`src/rtl/alarm_setter_if.sv`:
```
// Load bus from the alarm setter to the alarm comparator's load port.
// master drives the digits and commit strobe; slave consumes them.
interface alarm_setter_if #(
   parameter int unsigned BCD_W = 4
);
   logic             load_value_enable;
   logic [BCD_W-1:0] load_value_sec0;
   logic [BCD_W-1:0] load_value_sec1;
   logic [BCD_W-1:0] load_value_min0;
   logic [BCD_W-1:0] load_value_min1;

   modport master (
      output load_value_enable,
      output load_value_sec0,
      output load_value_sec1,
      output load_value_min0,
      output load_value_min1
   );

   modport slave (
      input load_value_enable,
      input load_value_sec0,
      input load_value_sec1,
      input load_value_min0,
      input load_value_min1
   );
endinterface

```
`src/rtl/alarm_setter.sv`:
```
// Button-driven mm:ss alarm editor. Edits BCD digits in two fields and
// commits them to the alarm load port with a one-cycle strobe.
module alarm_setter #(
   parameter int unsigned BCD_W    = 4,
   parameter int unsigned MAX_TENS = 5
) (
   input  logic                 clk,
   input  logic                 rst,
   input  logic                 btn_mode,
   input  logic                 btn_inc,
   input  logic                 btn_dec,
   input  logic                 btn_cancel,
   alarm_setter_if.master       load_if,
   output logic                 editing,
   output logic [1:0]           field_sel
);

   typedef enum logic [1:0] {StIdle, StEditMin, StEditSec, StCommit} state_e;

   localparam logic [BCD_W-1:0] L_ZERO = '0;
   localparam logic [BCD_W-1:0] L_NINE = BCD_W'(9);
   localparam logic [BCD_W-1:0] L_TMAX = BCD_W'(MAX_TENS);

   state_e           r_state;
   logic [3:0]       r_btn;
   logic [3:0]       r_btn_q;
   logic             r_load_en;
   logic             r_editing;
   logic [1:0]       r_field_sel;
   logic [BCD_W-1:0] r_min1, r_min0, r_sec1, r_sec0;
   logic [BCD_W-1:0] r_cmin1, r_cmin0, r_csec1, r_csec0;

   logic [3:0] w_press;
   logic       w_cancel, w_mode, w_inc, w_dec;

   // Bit order {cancel, mode, inc, dec}
   assign w_press  = r_btn & ~r_btn_q;
   assign w_cancel = w_press[3];
   assign w_mode   = w_press[2];
   assign w_inc    = w_press[1] & ~w_press[0];
   assign w_dec    = w_press[0] & ~w_press[1];

   function automatic logic [2*BCD_W-1:0] f_inc(input logic [BCD_W-1:0] tens,
                                                 input logic [BCD_W-1:0] ones);
      if (ones != L_NINE) return {tens, ones + 1'b1};
      else if (tens >= L_TMAX) return {L_ZERO, L_ZERO};
      else return {tens + 1'b1, L_ZERO};
   endfunction

   function automatic logic [2*BCD_W-1:0] f_dec(input logic [BCD_W-1:0] tens,
                                                 input logic [BCD_W-1:0] ones);
      if (ones != L_ZERO) return {tens, ones - 1'b1};
      else if (tens == L_ZERO) return {L_TMAX, L_NINE};
      else return {tens - 1'b1, L_NINE};
   endfunction

   always_ff @(posedge clk) begin
      if (rst) begin
         r_state     <= StIdle;
         r_btn       <= 4'hf;
         r_btn_q     <= 4'hf;
         r_load_en   <= 1'b0;
         r_editing   <= 1'b0;
         r_field_sel <= 2'b00;
         r_min1      <= L_ZERO;
         r_min0      <= L_ZERO;
         r_sec1      <= L_ZERO;
         r_sec0      <= L_ZERO;
         r_cmin1     <= L_ZERO;
         r_cmin0     <= L_ZERO;
         r_csec1     <= L_ZERO;
         r_csec0     <= L_ZERO;
      end else begin
         r_btn     <= {btn_cancel, btn_mode, btn_inc, btn_dec};
         r_btn_q   <= r_btn;
         r_load_en <= 1'b0;
         case (r_state)
            StIdle: begin
               if (w_mode) begin
                  r_state     <= StEditMin;
                  r_editing   <= 1'b1;
                  r_field_sel <= 2'b01;
                  r_min1      <= r_cmin1;
                  r_min0      <= r_cmin0;
                  r_sec1      <= r_csec1;
                  r_sec0      <= r_csec0;
               end
            end
            StEditMin, StEditSec: begin
               if (w_cancel) begin
                  r_state     <= StIdle;
                  r_editing   <= 1'b0;
                  r_field_sel <= 2'b00;
                  r_min1      <= r_cmin1;
                  r_min0      <= r_cmin0;
                  r_sec1      <= r_csec1;
                  r_sec0      <= r_csec0;
               end else if (w_mode && r_state == StEditMin) begin
                  r_state     <= StEditSec;
                  r_field_sel <= 2'b10;
               end else if (w_mode) begin
                  r_state     <= StCommit;
                  r_editing   <= 1'b0;
                  r_field_sel <= 2'b00;
                  r_load_en   <= 1'b1;
                  r_cmin1     <= r_min1;
                  r_cmin0     <= r_min0;
                  r_csec1     <= r_sec1;
                  r_csec0     <= r_sec0;
               end else if (r_state == StEditMin) begin
                  if (w_inc) {r_min1, r_min0} <= f_inc(r_min1, r_min0);
                  else if (w_dec) {r_min1, r_min0} <= f_dec(r_min1, r_min0);
               end else begin
                  if (w_inc) {r_sec1, r_sec0} <= f_inc(r_sec1, r_sec0);
                  else if (w_dec) {r_sec1, r_sec0} <= f_dec(r_sec1, r_sec0);
               end
            end
            default: begin
               r_state     <= StIdle;
               r_editing   <= 1'b0;
               r_field_sel <= 2'b00;
            end
         endcase
      end
   end

   assign load_if.load_value_enable = r_load_en;
   assign load_if.load_value_min1   = r_min1;
   assign load_if.load_value_min0   = r_min0;
   assign load_if.load_value_sec1   = r_sec1;
   assign load_if.load_value_sec0   = r_sec0;
   assign editing                   = r_editing;
   assign field_sel                 = r_field_sel;

endmodule

```
`src/flat_wrapper.sv`:
```
// flat-port wrapper written by rule: the top's interface ports become plain ports
module alarm_setter_flat 
#(
   parameter int unsigned BCD_W    = 4,
   parameter int unsigned MAX_TENS = 5
)
  (clk, rst, btn_mode, btn_inc, btn_dec, btn_cancel, editing, field_sel, load_if_load_value_enable, load_if_load_value_sec0, load_if_load_value_sec1, load_if_load_value_min0, load_if_load_value_min1);
  alarm_setter_if #(.BCD_W(BCD_W)) load_if_i ();
  input  logic clk;
  input  logic rst;
  input  logic btn_mode;
  input  logic btn_inc;
  input  logic btn_dec;
  input  logic btn_cancel;
  output logic editing;
  output logic [1:0] field_sel;
  output wire logic [$bits(load_if_i.load_value_enable)-1:0] load_if_load_value_enable;
  output wire logic [$bits(load_if_i.load_value_sec0)-1:0] load_if_load_value_sec0;
  output wire logic [$bits(load_if_i.load_value_sec1)-1:0] load_if_load_value_sec1;
  output wire logic [$bits(load_if_i.load_value_min0)-1:0] load_if_load_value_min0;
  output wire logic [$bits(load_if_i.load_value_min1)-1:0] load_if_load_value_min1;
  assign load_if_load_value_enable = load_if_i.load_value_enable;
  assign load_if_load_value_sec0 = load_if_i.load_value_sec0;
  assign load_if_load_value_sec1 = load_if_i.load_value_sec1;
  assign load_if_load_value_min0 = load_if_i.load_value_min0;
  assign load_if_load_value_min1 = load_if_i.load_value_min1;
  alarm_setter #(.BCD_W(BCD_W), .MAX_TENS(MAX_TENS)) u_core (.clk(clk), .rst(rst), .btn_mode(btn_mode), .btn_inc(btn_inc), .btn_dec(btn_dec), .btn_cancel(btn_cancel), .load_if(load_if_i), .editing(editing), .field_sel(field_sel));
endmodule
```
`config.mk`:
```
export PLATFORM = sky130hd
export DESIGN_NAME = alarm_setter_flat
export DESIGN_NICKNAME = d
export VERILOG_FILES = /design/src/rtl/alarm_setter_if.sv /design/src/rtl/alarm_setter.sv /design/src/flat_wrapper.sv
export SDC_FILE = /design/constraint.sdc
export NUM_CORES = 1
export LEC_CHECK = 0
export CORE_MARGIN = 2
export CORE_UTILIZATION = 50
export CTS_BUF_LIST = sky130_fd_sc_hd__clkbuf_8
export CTS_CLUSTER_DIAMETER = 120
export DETAILED_ROUTE_END_ITERATION = 6
export PLACE_DENSITY = 0.71
export SLEW_MARGIN = 20
export SYNTH_ARGS = -nofsm -noshare
export SYNTH_HDL_FRONTEND = slang
export SYNTH_SLANG_ARGS = --single-unit
```
`constraint.sdc`:
```
create_clock -name clk -period 3.79 [get_ports clk]
set_input_delay 0.9475 -clock clk [delete_from_list [all_inputs] [get_ports clk]]
set_output_delay 0.9475 -clock clk [all_outputs]
set_load 0.01 [all_outputs]
```
== Yosys cells after proc, flatten, opt, wreduce, memory -nomap -nowiden ==
Cells that the tools add are included.

* Output and inout port bits: 20
* Bits in registers: 46
* Input bits: 6
* Word-level logic and storage cells: 120

* $add $sub $neg: 8
* Mux-type cells: 55
* Equal/unequal tests: 16
* Bitwise logic cells: 9
* Reduce and logical (&&, ||, !) cells: 16
* Order comparisons: 2

{| class="wikitable"
|+ Operator list
! operator !! number
|-
| $mux 4 || 28
|-
| $mux 8 || 8
|-
| $pmux 4 s2 || 4
|-
| $add 4x1->4 const B || 4
|-
| $reduce_and 8->1 || 2
|-
| $sub 4x1->4 const B || 4
|-
| $mux 2 || 7
|-
| $reduce_and 6->1 || 2
|-
| $ne 3x2->1 const B || 3
|-
| $ge 4x3->1 const B || 2
|-
| $logic_not 4->1 || 2
|-
| $ne 4x1->1 const B || 2
|-
| $ne 4x2->1 const B || 2
|-
| $ne 4x3->1 const B || 2
|-
| $ne 4x4->1 const B || 2
|-
| $pmux 2 s2 || 2
|-
| $reduce_bool 4->1 || 2
|-
| $ne 3x1->1 const B || 2
|-
| $mux 1 || 5
|-
| $not 1->1 || 5
|-
| $and 4x4->4 || 1
|-
| $not 4->4 || 1
|-
| $reduce_and 4->1 || 1
|-
| $reduce_or 4->1 || 1
|-
| other kinds (11) || 12
|}

== Longest topological paths before layout ==
* Word-level depth: 11
* Gate-level depth with buffers: 8

== Worst setup path before layout ==
OpenSTA, ideal clock, no wires.

* Path kind: register to register
* From: reg u_core.r_state[0]
* To: reg u_core.r_csec0[2]
* Library setup time: 0.128 ns
* Setup slack: 1.993 ns
* Required time: 3.662 ns
* Stages on the path, launching flop included: 9
* Arrival time: 1.670 ns
* Path buffers: 2
* Clock period less this slack: 1.797 ns
* Cells stage by stage: dfxtp_1 inv_1 ha_1 and2_1 buf_2 nand2_2 buf_4 mux2i_1 nor2_1

* Word-level cells in the longest chain between the ends: 4

{| class="wikitable"
|+ RTL lines
! element !! RTL line !! RTL
|-
| start: declaration || alarm_setter.sv:24 || <nowiki>state_e r_state;</nowiki>
|-
| start signal: assignment || alarm_setter.sv:59 || <nowiki>r_state <= StIdle;</nowiki>
|-
| start signal: assignment || alarm_setter.sv:80 || <nowiki>r_state <= StEditMin;</nowiki>
|-
| start signal: assignment || alarm_setter.sv:91 || <nowiki>r_state <= StIdle;</nowiki>
|-
| $eq 2x1->1 || alarm_setter.sv:77, alarm_setter.sv:98 ||
|-
| $logic_and 1x1->1 || alarm_setter.sv:98 || <nowiki>end else if (w_mode && r_state == StEditMin) begin</nowiki>
|-
| $not 1->1 (no source line) || -- ||
|-
| $reduce_and 4->1 (no source line) * || -- ||
|-
| end signal: assignment || alarm_setter.sv:109 || <nowiki>r_csec0 <= r_sec0;</nowiki>
|-
| end: declaration || alarm_setter.sv:31 || <nowiki>logic [BCD_W-1:0] r_cmin1, r_cmin0, r_csec1, r_csec0;</nowiki>
|}

Every way passes the cells marked *; elsewhere a longest branch is shown, timed or not.
A chain may end at the register's enable or synchronous reset.

== Worst setup path after layout ==
* From: reg u_core.r_sec0[0], in the netlist u_core.load_if.load_value_sec0[0]
* To: out load_if_load_value_sec0[0]

{| class="wikitable"
|+ RTL lines
! element !! RTL line !! RTL
|-
| start: declaration || alarm_setter.sv:30 || <nowiki>logic [BCD_W-1:0] r_min1, r_min0, r_sec1, r_sec0;</nowiki>
|-
| start signal: assignment || alarm_setter.sv:86 || <nowiki>r_sec0 <= r_csec0;</nowiki>
|-
| start signal: assignment || alarm_setter.sv:97 || <nowiki>r_sec0 <= r_csec0;</nowiki>
|-
| start signal: assignment || alarm_setter.sv:114 || <nowiki>if (w_inc) {r_sec1, r_sec0} <= f_inc(r_sec1, r_sec0);</nowiki>
|-
| end: declaration || flat_wrapper.sv:18 || <nowiki>output wire logic [$bits(load_if_i.load_value_sec0)-1:0] load_if_load_value_sec0;</nowiki>
|}

No word-level cell between the ends.

==> impl_metrics.ini <==
[power_and_ir_drop]
power.density_mw_per_mm2 = 370
p_leak_nw = 1.16
vdd_drop_max_mv = 0.202
p_total_mw = 1.17

[clock_network]
clock-root-buffer = clkbuf_8
cts_hold_buf = 0
clk_path_buf_depth = 2
cts_buffers = 5
path_clk_slew_ns = 0.08
post_cts_buffers = 0
ctsResizeCount = 0
clock_sinks = 46
cts_max_level = 2
clock_latency_ns = 0.30
cts_tree = built

[finish]
nets = 355
fillers = 543
syn_to_final_growth_pct = 12.3
diodes = 0
final_cells = 409
final_layout_size_suffix_gt1_share_pct = 11.3

[sta]
finalHoldViolations = 0
worst_clock_skew_ns = 0.00642
postLayoutSetupSlackWorst_ns = 1.19
finalCriticalPeriod_ns = 2.60
fin_crit_sh_pct = 68.5
rsz0062_at_grt = no
setup_violations = 0
max_freq_mhz = 385
fin_setup_tns_ns = 0
relSlewSlack_pct = 38.3
final_max_slew_viol_count = 0
worst_slew_pin_slew_ns = 0.919

[hold_path]
hold_path_end = u_core.r_btn_q[3]
min_path_cells = 1
hp-class = reg -> reg
hold_path.startpoint = u_core.r_btn[3]

[detailed_routing]
antenna_left = 0
via_per_inst = 6.04
firstDrtPassIters = 4
wl_um = 6240
drc_errors = 0
via_count = 2472
drt-initial-drc-count = 119
routedWlPerCell_um = 15.3

[setup_path]
worstPathMaxFanout = 18
start_kind = register
arrival_ns = 1.65
cpMaxStageDelayCell = dfxtp_1
critPathKind = reg -> out
rr_startpoint = u_core.r_state[0]
reg2reg_to = u_core.load_if.load_value_min1[2]
slowest_delay_ns = 0.71
path_depth = 1
worstRegToRegCells = 6
crit_required_ns = 2.84
crit_buf_inv = 1
critPathTopFamily = flip-flops
reg2reg_slack_ns = 1.28
path_cells = clkdlybuf4s50_1
crit_path_end_kind = output pin

[floorplanning]
die_w_um = 78.9
initial_utilization_pct = 51.3
dieArea_mm2 = 0.00623
core_area_mm2 = 0.00547
die_height_um = 78.9
pin_count = 26
row_count = 27

[logic_synthesis]
synth_edf_count = 0
synthTopCellsByCount = 46 x dfxtp_1, 38 x nor2_1, 19 x mux2i_1
seq_area_frac_synth_pct = 32.8
ys_async_sr_fraction_pct = 0
synth_most_common_cell = dfxtp_1
synth_nets = 343
ys_top_cells_by_area = dfxtp_1 33%, mux2i_1 6.8%, ha_1 5.4%
synth_area_leader_cell = dfxtp_1
yosysWarnings = 0
synthesis.area_mm2 = 0.00281
syn_inst = 325
synthFlopType = dfxtp_1
synth_top_area_share_pct = 32.8
avgSynthCellArea_um2 = 8.63
ys_ff_latch = 46
yosysUniqueCellTypes = 62

[global_route]
first_global_vias = 2222
grt_max_degree = 35
grt_pass1_wl_um = 10600
grt-ovfl-total = 0
antenna_found_initial = 0
track_usage_pct = 21.0

[place]
pre_cts_ws_ns = 1.18
dp_hpwl_um = 4340
dp.cells = 402
gp_congestion = 0.901
port_buffers = 25

[run_status]
outcome = completed

[job]
drv_cap = 0
kinds of logic after synthesis:
group	after synthesis	share of synthesized area [%]
AND/OR/NAND/NOR	119	22.8
AO/OA/AOI/OAI	86	23.4
flip-flops	46	32.8
buffers and inverters	36	6.38
multiplexers	19	6.78
adder cells (fa/ha/maj)	12	5.35
XOR/XNOR	7	2.45
placed cells by master (no fill, tap or decap), drive strengths merged, types with 3 or more instances in the layout:
cell / netlist / layout
ha: 12 / 12
o211ai: 4 / 4
nand2: 14 / 14
nor2: 39 / 39
clkbuf: 9 / 6
mux2i: 19 / 19
o32ai: 3 / 3
a21oi: 13 / 13
o2111ai: 4 / 4
a21o: 3 / 3
o22ai: 4 / 4
buf: 14 / 3
xnor2: 6 / 6
clkdlybuf4s50: 0 / 25
nand4: 5 / 5
nor4: 6 / 6
a211oi: 3 / 3
a311oi: 7 / 7
and2: 3 / 3
inv: 13 / 13
nor3: 18 / 18
nand2b: 5 / 5
a2111oi: 3 / 3
o21ai: 13 / 13
nand3: 4 / 4
nor2b: 8 / 8
or2: 9 / 9
a221oi: 5 / 5
dfxtp: 46 / 46
a31oi: 8 / 8
worst reg2reg max path, cell delays in order (launching register included):
cell and delay, ns:
dfxtp_1 0.38, inv_1 0.10, ha_1 0.39, and2_1 0.60
o21ai_1 0.53, a41o_1 0.32, a21oi_1 0.12
report_power, final:
| part | internal (mW) | leakage [nW] | switching, mW | total, mW |
|---|---|---|---|---|
| Clock | 0.211 | 0.0573 | 0.157 | 0.368 |
| Sequential | 0.503 | 0.374 | 0.0357 | 0.539 |
| Combinational | 0.117 | 0.731 | 0.142 | 0.259 |
state kept, by name, summed over array words and instances, names as in the netlist:
name,count
u_core.load_if.load_value_min0,4
u_core.load_if.load_value_min1,4
u_core.load_if.load_value_sec0,4
u_core.load_if.load_value_sec1,4
u_core.r_btn,4
u_core.r_btn_q,4
u_core.r_cmin0,4
u_core.r_cmin1,4
u_core.r_csec0,4
u_core.r_csec1,4
u_core.field_sel,2
u_core.r_state,2
u_core.editing,1
u_core.load_if.load_value_enable,1
final cells by class:
class,count,area (µm²),area share [%]
clock buffer,6,82.6,2.62
clock inverter,1,30.0,0.953
inverter,13,48.8,1.55
multi-input combinational,243,1710,54.1
sequential,46,921,29.2
tap,72,90.1,2.86
timing repair buffer,28,273,8.66
stage by stage:
step	utilization [%]	hold slack (ns)	instance area [µm²]
finish	57.6	0.455	3150
global route	57.6	0.489	3150
CTS	57.6	0.459	3150
detailed placement	55.5	0.438	3040
global placement	55.5	0.430	3040
floorplan	-	0.418	2810
how the worst max path moves through the flow:
| stage | startpoint | to |
|---|---|---|
| final | u_core.load_if.load_value_sec0[0] | load_if_load_value_sec0[0] |
| after global routing | u_core.r_state[0] | u_core.load_if.load_value_min1[2] |
| after CTS | u_core.load_if.load_value_sec0[0] | load_if_load_value_sec0[0] |
| after detailed placement | rst | u_core.load_if.load_value_sec0[2] |
| after global placement | rst | u_core.load_if.load_value_sec0[2] |
| after floorplan | u_core.r_state[0] | u_core.r_csec0[2] |
routing by layer:
| layer | wire, µm | vias up | global-route usage, % |
|---|---|---|---|
| met5 | 0 | - | 0 |
| met4 | 87 | 0 | 8.45 |
| met3 | 354 | 8 | 3.07 |
| met2 | 2950 | 71 | 33.2 |
| met1 | 2850 | 1164 | 29.0 |
| li1 | - | 1229 | - |
No activity file was read; power rests on OpenSTA's default activity.
